`config.mk`:
```
export PLATFORM = sky130hd
export DESIGN_NAME = fetch_unit_flat
export DESIGN_NICKNAME = d
export VERILOG_FILES = /design/src/rtl/fetch_unit_pkg.sv /design/src/rtl/fetch_unit_if.sv /design/src/rtl/fetch_pc_reg.sv /design/src/rtl/fetch_unit.sv /design/src/flat_wrapper.sv
export SDC_FILE = /design/constraint.sdc
export NUM_CORES = 1
export LEC_CHECK = 0
export CORE_MARGIN = 10
export CORE_UTILIZATION = 49
export DETAILED_ROUTE_END_ITERATION = 10
export HOLD_SLACK_MARGIN = 0.05
export PLACE_DENSITY = 0.86
export RECOVER_POWER = 25
export SYNTH_ARGS = -nofsm -noshare
export SYNTH_HDL_FRONTEND = slang
export SYNTH_HIERARCHICAL = 1
export SYNTH_SLANG_ARGS = --single-unit
```
`constraint.sdc`:
```
create_clock -name clk -period 3.9 [get_ports clk]
set_input_delay 0.78 -clock clk [delete_from_list [all_inputs] [get_ports clk]]
set_output_delay 0.78 -clock clk [all_outputs]
set_load 0.02 [all_outputs]
```
`src/rtl/fetch_unit_pkg.sv`:
```
// Shared types and constants for the instruction fetch unit.
package fetch_unit_pkg;

    typedef logic [31:0] word_t;

    localparam word_t PC_INCR          = 32'd4;
    localparam word_t DEFAULT_RESET_PC = 32'h0000_0000;

    typedef enum logic [1:0] {
        StIdle,
        StFetch,
        StDrain,
        StHold
    } state_t;

    typedef enum logic [1:0] {
        PcHold,
        PcIncr,
        PcRedirect,
        PcPending
    } pc_sel_t;

    // Force an address onto a word boundary.
    function automatic word_t word_align(word_t addr);
        return addr & 32'hFFFF_FFFC;
    endfunction

endpackage

```
`src/rtl/fetch_unit_if.sv`:
```
// Fetch unit bus: instruction memory port, branch redirect and decode handoff.
interface fetch_unit_if;
    import fetch_unit_pkg::*;

    logic  imem_req;
    word_t imem_addr;
    logic  imem_ack;
    word_t imem_rdata;
    logic  redirect_valid;
    word_t redirect_pc;
    logic  instr_valid;
    word_t instr_out;
    word_t instr_pc;
    logic  instr_ready;

    modport master (
        output imem_req, imem_addr, instr_valid, instr_out, instr_pc,
        input  imem_ack, imem_rdata, redirect_valid, redirect_pc, instr_ready
    );

    modport slave (
        input  imem_req, imem_addr, instr_valid, instr_out, instr_pc,
        output imem_ack, imem_rdata, redirect_valid, redirect_pc, instr_ready
    );

endinterface

```
`src/rtl/fetch_pc_reg.sv`:
```
// Program counter register with next-PC selection.
module fetch_pc_reg
    import fetch_unit_pkg::*;
#(
    parameter word_t RESET_PC = DEFAULT_RESET_PC
) (
    input  logic    clk,
    input  logic    reset,
    input  pc_sel_t sel,
    input  word_t   redirect_pc,
    input  word_t   pending,
    output word_t   pc
);

    word_t pc_d;
    word_t pc_q;

    assign pc = pc_q;

    // Choose the next PC; increment wraps modulo 2^32.
    always_comb begin
        pc_d = pc_q;
        unique case (sel)
            PcHold:     pc_d = pc_q;
            PcIncr:     pc_d = pc_q + PC_INCR;
            PcRedirect: pc_d = redirect_pc;
            PcPending:  pc_d = pending;
            default:    pc_d = pc_q;
        endcase
    end

    // PC state, asynchronously reset to the boot address.
    always_ff @(posedge clk or posedge reset) begin
        if (reset) begin
            pc_q <= RESET_PC;
        end else begin
            pc_q <= pc_d;
        end
    end

endmodule

```
`src/rtl/fetch_unit.sv`:
```
// Instruction fetch unit: one outstanding memory request, branch redirect
// handling (including redirects that arrive while a request is in flight),
// and a single-entry output register towards decode.
module fetch_unit
    import fetch_unit_pkg::*;
#(
    parameter word_t RESET_PC = DEFAULT_RESET_PC
) (
    input  logic         clk,
    input  logic         reset,
    fetch_unit_if.master bus
);

    state_t  state_q;
    word_t   pc;
    word_t   pending_q;
    word_t   instr_out_q;
    word_t   instr_pc_q;
    logic    req_q;
    logic    valid_q;
    pc_sel_t pc_sel;
    word_t   redirect_tgt;

    assign redirect_tgt    = word_align(bus.redirect_pc);
    // The request address is the PC itself; it only moves on ack or from HOLD.
    assign bus.imem_req    = req_q;
    assign bus.imem_addr   = pc;
    assign bus.instr_valid = valid_q;
    assign bus.instr_out   = instr_out_q;
    assign bus.instr_pc    = instr_pc_q;

    // Decide how the PC advances this cycle.
    always_comb begin
        pc_sel = PcHold;
        unique case (state_q)
            StIdle:  pc_sel = PcHold;
            StFetch: if (bus.imem_ack) pc_sel = bus.redirect_valid ? PcRedirect : PcIncr;
            StDrain: if (bus.imem_ack) pc_sel = bus.redirect_valid ? PcRedirect : PcPending;
            StHold:  if (bus.redirect_valid) pc_sel = PcRedirect;
            default: pc_sel = PcHold;
        endcase
    end

    fetch_pc_reg #(
        .RESET_PC(RESET_PC)
    ) u_pc_reg (
        .clk        (clk),
        .reset      (reset),
        .sel        (pc_sel),
        .redirect_pc(redirect_tgt),
        .pending    (pending_q),
        .pc         (pc)
    );

    // Control FSM with registered request/valid outputs and the decode buffer.
    always_ff @(posedge clk or posedge reset) begin
        if (reset) begin
            state_q     <= StIdle;
            pending_q   <= '0;
            instr_out_q <= '0;
            instr_pc_q  <= '0;
            req_q       <= 1'b0;
            valid_q     <= 1'b0;
        end else begin
            unique case (state_q)
                StIdle: begin
                    state_q <= StFetch;
                    req_q   <= 1'b1;
                end
                StFetch: begin
                    if (bus.imem_ack && !bus.redirect_valid) begin
                        instr_out_q <= bus.imem_rdata;
                        instr_pc_q  <= pc;
                        valid_q     <= 1'b1;
                        req_q       <= 1'b0;
                        state_q     <= StHold;
                    end else if (!bus.imem_ack && bus.redirect_valid) begin
                        // Request must complete before the target can be fetched.
                        pending_q <= redirect_tgt;
                        state_q   <= StDrain;
                    end
                end
                StDrain: begin
                    if (bus.imem_ack) begin
                        state_q <= StFetch;
                    end else if (bus.redirect_valid) begin
                        pending_q <= redirect_tgt;
                    end
                end
                StHold: begin
                    // A redirect kills the held instruction even if decode is ready.
                    if (bus.redirect_valid || bus.instr_ready) begin
                        valid_q <= 1'b0;
                        req_q   <= 1'b1;
                        state_q <= StFetch;
                    end
                end
                default: begin
                    state_q <= StIdle;
                    req_q   <= 1'b0;
                    valid_q <= 1'b0;
                end
            endcase
        end
    end

endmodule

```
`src/flat_wrapper.sv`:
```
// flat-port wrapper written by rule: the top's interface ports become plain ports
module fetch_unit_flat import fetch_unit_pkg::*;
#(
    parameter word_t RESET_PC = DEFAULT_RESET_PC
)
  (clk, reset, bus_imem_req, bus_imem_addr, bus_instr_valid, bus_instr_out, bus_instr_pc, bus_imem_ack, bus_imem_rdata, bus_redirect_valid, bus_redirect_pc, bus_instr_ready);
  fetch_unit_if bus_i ();
  input  logic clk;
  input  logic reset;
  output wire logic [$bits(bus_i.imem_req)-1:0] bus_imem_req;
  output wire logic [$bits(bus_i.imem_addr)-1:0] bus_imem_addr;
  output wire logic [$bits(bus_i.instr_valid)-1:0] bus_instr_valid;
  output wire logic [$bits(bus_i.instr_out)-1:0] bus_instr_out;
  output wire logic [$bits(bus_i.instr_pc)-1:0] bus_instr_pc;
  input wire logic [$bits(bus_i.imem_ack)-1:0] bus_imem_ack;
  input wire logic [$bits(bus_i.imem_rdata)-1:0] bus_imem_rdata;
  input wire logic [$bits(bus_i.redirect_valid)-1:0] bus_redirect_valid;
  input wire logic [$bits(bus_i.redirect_pc)-1:0] bus_redirect_pc;
  input wire logic [$bits(bus_i.instr_ready)-1:0] bus_instr_ready;
  assign bus_imem_req = bus_i.imem_req;
  assign bus_imem_addr = bus_i.imem_addr;
  assign bus_instr_valid = bus_i.instr_valid;
  assign bus_instr_out = bus_i.instr_out;
  assign bus_instr_pc = bus_i.instr_pc;
  assign bus_i.imem_ack = bus_imem_ack;
  assign bus_i.imem_rdata = bus_imem_rdata;
  assign bus_i.redirect_valid = bus_redirect_valid;
  assign bus_i.redirect_pc = bus_redirect_pc;
  assign bus_i.instr_ready = bus_instr_ready;
  fetch_unit #(.RESET_PC(RESET_PC)) u_core (.clk(clk), .reset(reset), .bus(bus_i));
endmodule
```
Word level (Yosys, flattened, before mapping)
Cells that the tools add are included.
W data, S select, Z words.
Cells by class
  $add $sub $neg: 1
  multipliers: 0
  divide/modulo/power cells: 0
  order comparisons: 0
  eq/ne operators: 14
  shift-type cells: 0
  mux-type cells: 23
  bitwise operators: 0
  reductions and logical operators: 15
Operators by type and width (number)
  $mux W32: 4
  $pmux W32 S3: 1
  $pmux W32 S2: 1
  $add A32 B3 Y32 const B: 1
  $mux W2: 8
  $pmux W2 S4: 2
  $reduce_and A3 Y1: 3
  $eq A2 B2 Y1 const B: 4
  $ne A2 B2 Y1 const B: 4
  $ne A2 B1 Y1 const B: 3
  $mux W1: 5
  $reduce_and A5 Y1: 1
  $eq A2 B1 Y1 const B: 2
  $logic_not A2 Y1: 2
  $reduce_bool A2 Y1: 2
  $ne A3 B1 Y1 const B: 1
  $pmux W1 S3: 1
  $reduce_bool A3 Y1: 1
  $logic_and A1 B1 Y1: 2
  $logic_not A1 Y1: 2
  $pmux W1 S2: 1
  $reduce_and A2 Y1: 1
  $logic_or A1 B1 Y1: 1
Word-level totals
  register bits after elaboration: 132
  bits in latches: 0
  RAM bits: 0
  ROM bits: 0
  input port bits: 69
  output and inout port bits: 98
  logic and storage cells: 60
  memories kept: 0

Logic depth before layout (Yosys ltp)
  depth after elaboration: 5
  depth in mapped cells: 12

Modules after synthesis
Netlist, hierarchy kept.
By module, submodules not included
  fetch_unit: times used 1, cells an instance 235, area an instance 4025.1 sq um, sequential area each 2452.4 sq um
  fetch_pc_reg: times used 1, cells an instance 255, area an instance 2292.2 sq um, sequential area each 800.8 sq um

Worst setup path after synthesis
No wires, ideal clock.
  path kind: input-to-reg
  start point: input bus_redirect_valid
  end point: register u_core.u_pc_reg.pc_q[22] (netlist: u_core/u_pc_reg/pc[22])
  setup time: 124 ps
  data arrival time: 2549 ps
  data required time: 3776 ps
  slack: 1227 ps
  stages on the path: 11
  path through: inv_1 > ha_1 > nand2_1 > buf_6 > buf_6 > nand2_1 > buf_4 > and4_4 > nand3_2 > o31a_1 > o31a_1
On the way
  cells in the longest elaborated chain, start to end: 5
  elaborated cells between the ends (all ways): 11
  those cells by class: 3 x eq/ne; 7 x mux; 1 x reduce/logical
Ends and longest elaborated chain
  from (decl): line flat_wrapper.sv:17  | input wire logic [$bits(bus_i.redirect_valid)-1:0] bus_redirect_valid;
  $mux W1 or $mux W2 (tied branches): line fetch_unit.sv:38, fetch_unit.sv:37
  $mux W2 (on tied branches): line fetch_unit.sv:38, fetch_unit.sv:37
  $pmux W2 S4 *: line fetch_unit.sv:35  | unique case (state_q)
  named net u_core.pc_sel[0]: line fetch_unit.sv:21  | pc_sel_t pc_sel;
  $eq A2 B2 Y1 or $eq A2 B1 Y1 (tied branches): line fetch_pc_reg.sv:23  | unique case (sel)
  $pmux W32 S3: line fetch_pc_reg.sv:23
  to (signal assigned): line fetch_pc_reg.sv:37  | pc_q <= pc_d;
  to (decl): line fetch_pc_reg.sv:16  | word_t pc_q;
The timed path passes the listed nets; every way through them passes the cells marked *.
A chain may end at the register's enable or synchronous reset.

Worst setup path in the final report
  start point: input bus_redirect_valid
  end point: register u_core.u_pc_reg.pc_q[19] (netlist: u_core/u_pc_reg/pc[19])
Same word-level chain as after synthesis.

==> impl_metrics.ini <==
[drt]
num_vias = 4674
post_drt_via_cell_ratio = 5.558
drcViolationCount = 0
drtAntennaViolNets = 0
first_iter_violations = 383
postRouteWirelength_um = 16670
post_dr_wirelength_cell_um = 19.82
first_pass_iters = 5

[pwr]
power.clock.fraction = 0.186
p_seq_frac = 0.352
power.ir.vdd_worst_mv = 0.3407
share_comb_of_total_power = 0.462
sw_frac_of_total = 0.3713
power.density_nw_per_um2 = 879.8
cellInternalPower_mw = 4.755
switchingPower_mw = 2.808
power_leakage_nw = 3.634

[setup_path]
cp_data_arrival_time_ns = 3.12
cp-start-kind = input port
end_kind = register
timing_worst_setup_path_type = in2reg
worstPathMaxFanout = 11
required_ns = 4.17

[clocking]
cts_hold_buf = 0
clk_tree_root_cell = sky130_fd_sc_hd__clkbuf_16
cts_buffers = 17
tritoncts = yes
worst_setup_hold_path_clk_slew_ns = 0.05
clk-insertion-delay-late_ns = 0.42
post-cts-setup-buffer-count = 0
cts_sinks = 130
cts-root-to-sink-buffers = 2
number_of_cells_upsized_or_downsized_after_cts = 0
clock_tree.htree_level_count = 4

[final_layout]
drive_gt1_frac = 0.2182
nNetsFinal = 731
layout_common_cells = sky130_fd_sc_hd__clkdlybuf4s50_1, sky130_fd_sc_hd__dfrtp_1, sky130_fd_sc_hd__mux2_2, sky130_fd_sc_hd__mux2_4, sky130_fd_sc_hd__nand2_1
num_antenna_cells = 0
flow.area_growth_from_synthesis_pct = 36.09
mostFrequentLayoutCell = sky130_fd_sc_hd__clkdlybuf4s50_1

[yosys]
synth.yosys.seq_area_share = 0.5150
yosys_register_bits = 130
synth-async-reset-ratio = 1.000
synth.lib_cells_used.distinct = 51
synth_warnings = 6
synth_area_sq_um = 6317
synth_edf_count = 0
synth_cells = 490
synthFlopType = sky130_fd_sc_hd__dfrtp_1
syn-mean-instance-area_sq_um = 12.89

[grt]
first_global_vias = 4758
largest_net_degree_at_the_start_of_global_routing = 63
grtUsageTotal = 0.1849
globalRouteOverflowTotal = 0
antenna_found_initial = 0
grt_pass1_wl_um = 26390

[floorplan]
start_util = 0.5006
design.portCount = 167
chipWidth_um = 133.5
design.core.area_sq_um = 12620
num_rows = 41
die_footprint_sq_um = 17830
dieHeight_um = 133.5

[sta]
min_period_over_period = 0.7312
worst-slew-pin-transition_ns = 1.831
hold_ws_ns = 0.5024
finalClockSkew_ns = 0.005200
setup-tns-final_ns = 0
timing_max_transition_violations_final = 33
final.min_clock_period_ns = 2.852
grt_setup_unrepaired = no
fmaxAchievable_mhz = 350.7
finalSetupViolCount = 0
timing.final.hold_violations = 0
timing.max_slew.rel_slack = -0.2207

[run_status]
violations = max-capacitance violations, max-slew violations
result_of_the_run = complete, but fails checks

[placement]
place.port_buffers = 164
hpwl_um = 12390
finalWeightedCongestion = 0.9395

[worst_hold_path]
worst_min_path_class = reg2reg

[run]
max_cap_violations = 1
## power by group through the flow
stage                     Clock [mW]  Sequential (mW)  Combinational [mW]
after floorplan                    0             3.12                1.50
after global placement             0             2.61                3.42
after detailed placement           0             2.67                3.50
after CTS                       1.43             2.65                3.53
after global routing            1.49             2.76                3.69
final                           1.41             2.66                3.50
## final cells by class
cell class / count / area, sq um
multi-input combinational: 324 / 2849
clock inverter: 6 / 30.03
fill: 923 / 4023
timing repair buffer: 171 / 1703
tap: 172 / 215.2
inverter: 13 / 51.30
clock buffer: 25 / 495.5
sequential: 130 / 3253
## sequential cells by signal, summed over array words and instances (netlist names)
signal                  cells
u_core/bus.imem_req         1
u_core/bus.instr_valid      1
u_core/bus.instr_pc        32
u_core/bus.instr_out       32
u_core/u_pc_reg/pc         32
u_core/state_q              2
u_core/pending_q           30
## per-layer routing
| metal | vias to the layer above | routed length (um) | GRT usage |
|---|---|---|---|
| met1 | 2302 | 6975 | 0.2283 |
| met3 | 23 | 1086 | 0.04850 |
| met2 | 206 | 8297 | 0.3029 |
| li1 | 2143 | - | - |
| met5 | - | 0 | 0 |
| met4 | 0 | 312 | 0.07134 |
## Yosys cell counts, types with 8 or more instances
library cell              instances  share of area
sky130_fd_sc_hd__a21oi_1         12         0.0095
sky130_fd_sc_hd__buf_6           10          0.018
sky130_fd_sc_hd__dfrtp_1        130           0.51
sky130_fd_sc_hd__inv_1           13         0.0077
sky130_fd_sc_hd__mux2_2          49          0.087
sky130_fd_sc_hd__mux2_4          49           0.12
sky130_fd_sc_hd__mux2i_1         18          0.029
sky130_fd_sc_hd__nand2_1         26          0.015
sky130_fd_sc_hd__nand3_1          9         0.0071
sky130_fd_sc_hd__nand4_1         16          0.016
sky130_fd_sc_hd__nor2_1          16         0.0095
sky130_fd_sc_hd__nor2b_1          8         0.0079
sky130_fd_sc_hd__nor4_1          10         0.0099
sky130_fd_sc_hd__o21ai_0         12         0.0095
sky130_fd_sc_hd__o31a_1          16          0.022
## path summary, 6_finish.rpt
path | depth (start not counted) | slack, ns | startpoint | end
setup / recovery | 9 | 1.05 | bus_redirect_valid | u_core/u_pc_reg/pc[19]
hold / removal | 1 | 0.50 | u_core/bus.instr_out[19] | u_core/bus.instr_out[19]
setup reg to reg | 7 | 1.65 | u_core/state_q[0] | u_core/u_pc_reg/pc[19]
hold reg to reg | 1 | 0.50 | u_core/bus.instr_out[19] | u_core/bus.instr_out[19]
max in group asynchronous | 3 | 1.30 | reset | u_core/u_pc_reg/pc[5]
min in group asynchronous | 2 | 1.02 | reset | u_core/bus.instr_out[25]
## through the flow
| stage | setup WS, ns | cell area [sq um] | total power, mW | util | cells |
|---|---|---|---|---|---|
| after floorplan | 0.5579 | 6329 | 4.620 | - | 493 |
| after global placement | 0.7631 | 8075 | 6.024 | 0.6399 | 810 |
| after detailed placement | 0.6472 | 8075 | 6.171 | 0.6399 | 810 |
| after CTS | 1.074 | 8601 | 7.609 | 0.6815 | 841 |
| after global routing | 0.8731 | 8597 | 7.932 | 0.6812 | 841 |
| final | 1.048 | 8597 | 7.564 | 0.6812 | 841 |
## critical path: stages
cell and delay, ns:
sky130_fd_sc_hd__clkdlybuf4s50_1 0.55, sky130_fd_sc_hd__inv_1 0.15, sky130_fd_sc_hd__ha_1 0.22, sky130_fd_sc_hd__nand3b_1 0.11, sky130_fd_sc_hd__nand2_2 0.15, sky130_fd_sc_hd__nand3_2 0.14, sky130_fd_sc_hd__or2_1 0.39, sky130_fd_sc_hd__o311ai_0 0.46
sky130_fd_sc_hd__o211ai_1 0.16
## cells by family after synthesis
kind of cell / Yosys count / synth area share
multiplexers: 117 / 0.2359
AO/OA/AOI/OAI: 68 / 0.07705
XOR/XNOR: 11 / 0.01525
AND/OR/NAND/NOR: 119 / 0.1089
other: 1 / 0.0005936
buffers and inverters: 39 / 0.03743
flip-flops: 130 / 0.5150
adder cells (fa/ha/maj): 5 / 0.009903
No activity file was read; power rests on OpenSTA's default activity.
